## src/rtl/exec_sequencer.sv

```systemverilog
// exec_sequencer: multi-cycle control FSM for the NPC core.
//
// Walks each instruction through fetch, decode, execute, optional memory
// access and writeback. It owns the instruction register and the retired
// instruction counter. A bus watchdog bounds every wait for a memory
// response.
//
// Ports
//   clk, rst              core clock; asynchronous active-high reset
//   ifu_req_valid/ready   fetch request handshake to instruction memory
//   ifu_rsp_valid/inst    fetched instruction return
//   inst_o                instruction register (to imm gen / decoder)
//   lsu_req_valid/we/ready data access request (we=1 store, 0 load)
//   lsu_rsp_valid         load data / store acknowledge
//   rf_we, pc_we          writeback strobes (Moore, asserted in WB)
//   halt_o                sticky halt; ebreak_o/illegal_o/timeout_o give the cause
//   instret_o             retired instruction count
//   state_o               current FSM state, for debug
module exec_sequencer #(
  parameter logic [31:0] RESET_INST = 32'h00000013,
  parameter int          TIMEOUT    = 255,
  parameter int          CNT_W      = 8
) (
  input  logic        clk,
  input  logic        rst,
  output logic        ifu_req_valid,
  input  logic        ifu_req_ready,
  input  logic        ifu_rsp_valid,
  input  logic [31:0] ifu_rsp_inst,
  output logic [31:0] inst_o,
  output logic        lsu_req_valid,
  output logic        lsu_req_we,
  input  logic        lsu_req_ready,
  input  logic        lsu_rsp_valid,
  output logic        rf_we,
  output logic        pc_we,
  output logic        halt_o,
  output logic        ebreak_o,
  output logic        illegal_o,
  output logic        timeout_o,
  output logic [31:0] instret_o,
  output logic [2:0]  state_o
);

  typedef enum logic [2:0] {
    FETCH_REQ  = 3'd0,
    FETCH_WAIT = 3'd1,
    DECODE     = 3'd2,
    EXEC       = 3'd3,
    MEM_REQ    = 3'd4,
    MEM_WAIT   = 3'd5,
    WB         = 3'd6,
    HALT       = 3'd7
  } state_t;

  localparam logic [6:0] OP_LOAD   = 7'b0000011;
  localparam logic [6:0] OP_STORE  = 7'b0100011;
  localparam logic [6:0] OP_BRANCH = 7'b1100011;
  localparam logic [31:0] EBREAK   = 32'h00100073;

  function automatic logic opcode_legal(input logic [6:0] op);
    case (op)
      7'b0110011, 7'b0010011, 7'b0000011, 7'b0100011, 7'b1100011,
      7'b1101111, 7'b1100111, 7'b0110111, 7'b0010111, 7'b1110011:
        opcode_legal = 1'b1;
      default: opcode_legal = 1'b0;
    endcase
  endfunction

  state_t           state_q, state_d;
  logic [31:0]      inst_q, inst_d;
  logic [CNT_W-1:0] wdog_q, wdog_d;
  logic [31:0]      instret_q, instret_d;
  logic             ebreak_q, ebreak_d;
  logic             illegal_q, illegal_d;
  logic             timeout_q, timeout_d;

  logic [6:0]       opcode;
  logic [CNT_W-1:0] wdog_inc;
  logic             wdog_expire;

  assign opcode   = inst_q[6:0];
  assign wdog_inc = wdog_q + 1'b1;
  // The wait cycle that would bring the count up to TIMEOUT is the last one
  // allowed, so the halt lands exactly TIMEOUT cycles after entering the wait.
  assign wdog_expire = (TIMEOUT != 0) && (wdog_inc == CNT_W'(TIMEOUT));

  always_ff @(posedge clk or posedge rst) begin
    if (rst) begin
      state_q   <= FETCH_REQ;
      inst_q    <= RESET_INST;
      wdog_q    <= '0;
      instret_q <= '0;
      ebreak_q  <= 1'b0;
      illegal_q <= 1'b0;
      timeout_q <= 1'b0;
    end else begin
      state_q   <= state_d;
      inst_q    <= inst_d;
      wdog_q    <= wdog_d;
      instret_q <= instret_d;
      ebreak_q  <= ebreak_d;
      illegal_q <= illegal_d;
      timeout_q <= timeout_d;
    end
  end

  always_comb begin
    state_d   = state_q;
    inst_d    = inst_q;
    wdog_d    = wdog_q;
    instret_d = instret_q;
    ebreak_d  = ebreak_q;
    illegal_d = illegal_q;
    timeout_d = timeout_q;

    case (state_q)
      FETCH_REQ: begin
        // A stray response left over from an abandoned fetch is ignored here.
        if (ifu_req_ready) begin
          state_d = FETCH_WAIT;
          wdog_d  = '0;
        end
      end
      FETCH_WAIT: begin
        if (ifu_rsp_valid) begin
          inst_d  = ifu_rsp_inst;
          state_d = DECODE;
        end else if (wdog_expire) begin
          state_d   = HALT;
          timeout_d = 1'b1;
        end else begin
          wdog_d = wdog_inc;
        end
      end
      DECODE: begin
        if (inst_q == EBREAK) begin
          state_d  = HALT;
          ebreak_d = 1'b1;
        end else if (!opcode_legal(opcode)) begin
          state_d   = HALT;
          illegal_d = 1'b1;
        end else begin
          state_d = EXEC;
        end
      end
      EXEC: begin
        if (opcode == OP_LOAD || opcode == OP_STORE) state_d = MEM_REQ;
        else                                         state_d = WB;
      end
      MEM_REQ: begin
        if (lsu_req_ready) begin
          state_d = MEM_WAIT;
          wdog_d  = '0;
        end
      end
      MEM_WAIT: begin
        if (lsu_rsp_valid) begin
          state_d = WB;
        end else if (wdog_expire) begin
          state_d   = HALT;
          timeout_d = 1'b1;
        end else begin
          wdog_d = wdog_inc;
        end
      end
      WB: begin
        instret_d = instret_q + 32'd1;
        state_d   = FETCH_REQ;
      end
      HALT: begin
        state_d = HALT;
      end
      default: state_d = HALT;
    endcase
  end

  // Moore outputs: pure functions of state (and of the held instruction).
  assign ifu_req_valid = (state_q == FETCH_REQ);
  assign lsu_req_valid = (state_q == MEM_REQ);
  assign lsu_req_we    = (state_q == MEM_REQ) && (opcode == OP_STORE);
  assign pc_we         = (state_q == WB);
  assign rf_we         = (state_q == WB) && (opcode != OP_STORE) && (opcode != OP_BRANCH);
  assign halt_o        = (state_q == HALT);
  assign state_o       = state_q;
  assign inst_o        = inst_q;
  assign instret_o     = instret_q;
  assign ebreak_o      = ebreak_q;
  assign illegal_o     = illegal_q;
  assign timeout_o     = timeout_q;

endmodule

```

## config.mk

```make
export PLATFORM = sky130hd
export DESIGN_NAME = exec_sequencer
export DESIGN_NICKNAME = d
export VERILOG_FILES = /design/src/rtl/exec_sequencer.sv
export SDC_FILE = /design/constraint.sdc
export NUM_CORES = 1
export LEC_CHECK = 0
export ABC_CLOCK_PERIOD_IN_PS = 4600
export CORE_ASPECT_RATIO = 0.75
export CORE_MARGIN = 2
export CORE_UTILIZATION = 35
export DETAILED_ROUTE_END_ITERATION = 16
export PLACE_DENSITY = 0.74
export SLEW_MARGIN = 20
export SYNTH_ARGS = -nofsm -noshare
export SYNTH_HDL_FRONTEND = slang
export SYNTH_SLANG_ARGS = --single-unit
```

## constraint.sdc

```tcl
create_clock -name clk -period 4.6 [get_ports clk]
set_input_delay 0.46 -clock clk [delete_from_list [all_inputs] [get_ports clk]]
set_output_delay 0.46 -clock clk [all_outputs]
set_load 0.005 [all_outputs]
```

# --- Word-level counts from Yosys, hierarchy flattened ---
# Cells that the tools add are included.
totals:
  ff_bits: 78
  inputBits: 38
  out_inout_bits: 76
  word_cells: 72
op_classes:
  n_addsub: 2
  eq_ne: 25
  muxes: 22
  bitwise_logic: 2
  n_reduce_logical: 14
op_table:
  columns: ["op", "n"]
  rows:
  - ["2-to-1 mux 8 bit", 5]
  - ["adder 32 x 1 -> 32 bit (second input constant)", 1]
  - ["== test 32 x 21 -> 1 bit (second input constant)", 1]
  - ["case mux 8 bit (4 select lines)", 1]
  - ["== test 7 bit (second input constant)", 4]
  - ["case mux 3 bit (8 select lines)", 1]
  - ["== test 7 x 6 -> 1 bit (second input constant)", 3]
  - ["2-to-1 mux 3 bit", 7]
  - ["== test 7 x 5 -> 1 bit (second input constant)", 2]
  - ["== test 3 bit (second input constant)", 4]
  - ["OR reduction 10 bit", 1]
  - ["adder 8 x 1 -> 8 bit (second input constant)", 1]
  - ["== test 8 bit (second input constant)", 1]
  - ["== test 7 x 2 -> 1 bit (second input constant)", 1]
  - ["inequality test 7 x 6 -> 1 bit (second input constant)", 1]
  - ["inequality test 7 bit (second input constant)", 1]
  - ["== test 3 x 2 -> 1 bit (second input constant)", 2]
  - ["2-to-1 mux 1 bit", 6]
  - ["AND reduction 2 bit", 3]
  - ["AND reduction 3 bit", 2]
  - ["AND reduction 5 bit", 1]
  - ["inequality test 2 x 1 -> 1 bit (second input constant)", 2]
  - ["inequality test 2 bit (second input constant)", 2]
  - ["nonzero test 4 bit", 1]
  - ["8 further kinds", 11]

# --- Depth between registers and ports, before layout ---
logic_depth:
  depth_word: 8
  depth_mapped: 6
  depth_no_buf: 6

# --- Worst setup path after synthesis ---
# OpenSTA, ideal clock, no wires.
synth_timing:
  kind: "flip-flop to flip-flop"
  start: "reg inst_q[1], in the netlist inst_o[1]"
  end: "reg state_q[2], in the netlist state_o[2]"
  setup_ns: 0.147
  arrival_time_ns: 1.579
  slack_ns: 2.873
  path_stages_with_launch: 6
  path_cell_list: "dfstp_2 > and4bb_2 > o21ai_0 > and3_1 > a2111oi_0 > o41ai_2"
synth_via:
  elab_chain_cells: 8
  word_cells_on_any_way: 18
  classes_between: "eq/ne: 11; mux: 6; reduce/logical: 1"
synth_rtl:
  columns: ["element", "line", "rtl"]
  rows:
  - ["start: declaration", "71", "logic [31:0] inst_q, inst_d;"]
  - ["start signal: assignment", "99", "inst_q <= inst_d;"]
  - ["== test 7 x 2 -> 1 bit (tied with other cells)", "62", "case (op)"]
  - ["OR reduction 10 bit", "62", null]
  - ["2-to-1 mux 1 bit", "62", null]
  - ["2-to-1 mux 1 bit", "137", "if (inst_q == EBREAK) begin"]
  - ["2-to-1 mux 1 bit", "117", "case (state_q)"]
  - ["2-to-1 mux 3 bit", "140", "end else if (!opcode_legal(opcode)) begin"]
  - ["2-to-1 mux 3 bit (*)", "137", null]
  - ["case mux 3 bit (8 select lines) (*)", "117", null]
  - ["end signal: assignment", "98", "state_q <= state_d;"]
  - ["end: declaration", "70", "state_t state_q, state_d;"]
# Mark *: on every way between the ends. The rest lies on a longest branch, timed or not. The select of a mux whose other input is x is not followed.
# A chain may end at the register's enable or synchronous reset.

# --- Worst setup path in the final report ---
layout_timing:
  start: "reg state_q[2], in the netlist state_o[2]"
  end: "out rf_we"
layout_via:
  elab_chain_cells: 3
layout_rtl:
  columns: ["element", "line", "rtl"]
  rows:
  - ["== test 3 bit", "183", "assign rf_we = (state_q == WB) && (opcode != OP_STORE) && (opcode != OP_BRANCH);"]
  - ["logical AND 1 bit (2 in series)", "183", null]
  - ["end: declaration", "35", "output logic rf_we,"]
# No other way between the ends.

==> out/results.ini <==
[logic_synthesis]
synth_edf_count = 0
ys_seq_area_share_pct = 54.0
syn_area_per_cell_um2 = 11.8
syn-cell-area_um2 = 3620
synth_compound_area_share_pct = 6.29
synth_top_family_by_area = simple AND/OR/NAND/NOR gates
ys_ff_latch = 78
muxShareOfSynthArea_pct = 10.8
yosysWarnings = 0
synth_xor_area_share_pct = 8.22
synthFlopType = dfrtp_1
synth_top_area_share_pct = 51.8
yosys.area.top_type = dfrtp_1
postSynthCellCount = 306
synth_area_leaders = dfrtp_1, mux2_2, xnor2_1
async_reset_ff_share_pct = 100
ys_types = 52
yosys.area_share.simple_pct = 17.6
synth_nets = 347
yosys.area_share.adder_pct = 1.04

[timing]
setup_slack_ns = 1.94
period_needed_ns = 2.66
maxSlewViolCount = 0
timing.fmax_mhz = 375
finalSetupTns_ns = 0
finalCritPeriodShare_pct = 57.9
grt_setup_unrepaired = no
relSlewSlack_pct = 52.3
setup_violations = 0
finalHoldViolCount = 0
worst_slew_pin_slew_ns = 0.715
clock_skew_ns = 0.00555

[floorplan]
die_area_um2 = 11200
initial_core_util_pct = 35.6
coreArea_um2 = 10200
num_rows = 32
ios = 114
die_h_um = 92.1
fp.dieW_um = 121

[worst_setup_path]
arrival_ns = 2.20
cp-end-kind = output pin
critical-path-max-stage-delay_ns = 0.66
crit_required_ns = 4.14
r2r_cells = 5
critPathBufInv = 1
path_delay_family = flip-flops
crit_fanout = 16
cp_cell_sequence = and3b_1 -> o21a_1 -> clkdlybuf4s50_1
critPathLaunchType = flip-flop
critical_path_class = flip-flop to output pin
slowest_stage = dfrtp_1
cp.depth = 3

[cells_and_area]
final_layout_size_suffix_gt1_share_pct = 14.5
instances_no_fill = 564
final_core_util_pct = 51.2
n_antenna_cell = 0
multi_input_area_um2 = 1600
nets = 464
final_area_um2 = 5210
register_area_um2 = 1960
final_cell_mix = clkdlybuf4s50_1, dfrtp_1, xnor2_1, mux2_2
mostFrequentLayoutCell = clkdlybuf4s50_1
fill_cells = 926
area_growth_pct = 43.8

[placement]
postPlaceCellArea_um2 = 4900
dpl.cell_count = 548
dp_worst_setup_slack_ns = 2.29
portBuffers = 113
place_hpwl_um = 6210
gp_congestion = 0.804

[outcome]
status = finished clean

[global_routing]
grt_pass1_wl_um = 14300
grt_max_degree = 43
grtUsageTotal_pct = 16.4
grt_pass1_vias = 2822
antenna_found_initial = 0
grt_overflow = 0

[cts]
clk_path_buf_depth = 2
cts.clk_slew.worst_paths_ns = 0.07
cts.repair.resized = 0
h-tree-depth = 3
cts_buffers = 9
postCtsSetupRepairBufs = 0
clock_latency_ns = 0.33
root_buffer = clkbuf_16
holdBufCountCts = 0
cts_tree = built
cts.sinks = 78

[routing]
route.detailed.wl_per_inst_um = 15.3
vias = 2763
vias_per_cell = 4.90
drtAntennaViolNets = 0
dr.pass1.iters = 4
first_iter_violations = 152
drc = 0
routed_wl_um = 8600

[worst_hold_path]
min_delay_path_depth = 1
hp-class = flip-flop to flip-flop

[power_and_ir_drop]
powerDensity_nw_per_um2 = 530
vdd_drop_max_v = 0.000336
p_leak_nw = 2.13

[flow_run]
maxCapViolations = 0

## layer usage
metal / track usage [%] / routed length, um / vias up
li1: - / - / 1337
met1: 22.9 / 4090 / 1330
met2: 24.0 / 3860 / 85
met3: 5.72 / 528 / 11
met4: 4.89 / 124 / 0
met5: 0 / 0 / -
## final timing paths
| check | from | to | slack (ns) |
|---|---|---|---|
| setup / recovery | state_o[2]$_DFFE_PP0P_ | rf_we | 1.94 |
| hold / removal | instret_o[31]$_DFFE_PP0P_ | instret_o[31]$_DFFE_PP0P_ | 0.47 |
| setup reg to reg | state_o[2]$_DFFE_PP0P_ | instret_o[16]$_DFFE_PP0P_ | 2.36 |
| hold reg to reg | instret_o[31]$_DFFE_PP0P_ | instret_o[31]$_DFFE_PP0P_ | 0.47 |
| max in group asynchronous | rst | inst_o[0]$_DFFE_PP1P_ | 3.07 |
| min in group asynchronous | rst | instret_o[28]$_DFFE_PP0P_ | 0.54 |
## final cells by class
class / count / area share, %
Timing Repair Buffer: 115 / 22.0
Multi-Input combinational cell: 210 / 30.7
Clock buffer: 9 / 4.32
Clock inverter: 7 / 1.54
Inverter: 9 / 0.672
Tap cell: 136 / 3.27
Sequential cell: 78 / 37.5
## worst reg2reg max path: stages, from the launching register on
cell     delay, ns
dfrtp_1       0.66
and3b_1       0.51
nand3_1       0.31
nor2_1        0.33
nand4_1       0.16
xnor2_1       0.15
## power breakdown
group	internal, mW	switching [mW]	total [mW]
Combinational	0.596	0.330	0.926
Clock	0.429	0.305	0.734
Sequential	0.884	0.219	1.10
Total	1.91	0.854	2.76
## flip-flops by register name (all words and copies together) (netlist names)
| name | count |
|---|---|
| illegal_o | 1 |
| state_o | 3 |
| inst_o | 32 |
| instret_o | 32 |
| ebreak_o | 1 |
| timeout_o | 1 |
| wdog_q | 8 |
## cell families (layout without fill, tap and decap cells)
logic type,count (synthesis),after routing
muxes,35,35
xor gates and xnor gates,34,34
DFF,78,78
AOI/OAI and AO/OA,32,32
and+or+nand+nor,106,106
adders and majority gates,3,3
buffers and inverters,18,140
## synthesized netlist by cell type, types with 4 or more instances
library cell	number
and3_1	7
mux2_2	27
nand2b_1	6
clkbuf_1	5
xor2_1	7
and2_1	4
o21ai_0	9
nand2_1	16
nor2_1	12
nand3_1	16
inv_1	9
dfrtp_1	75
nor3_1	5
nand4_1	11
nor4_1	4
xnor2_1	27
mux2_1	6
## metrics by stage
stage / power (mW) / hold WS [ns]
floorplan: 1.50 / 0.460
global placement: 2.02 / 0.457
detailed placement: 2.05 / 0.457
CTS: 2.80 / 0.480
global route: 2.94 / 0.499
finish: 2.76 / 0.471
No activity file was read; power rests on OpenSTA's default activity.
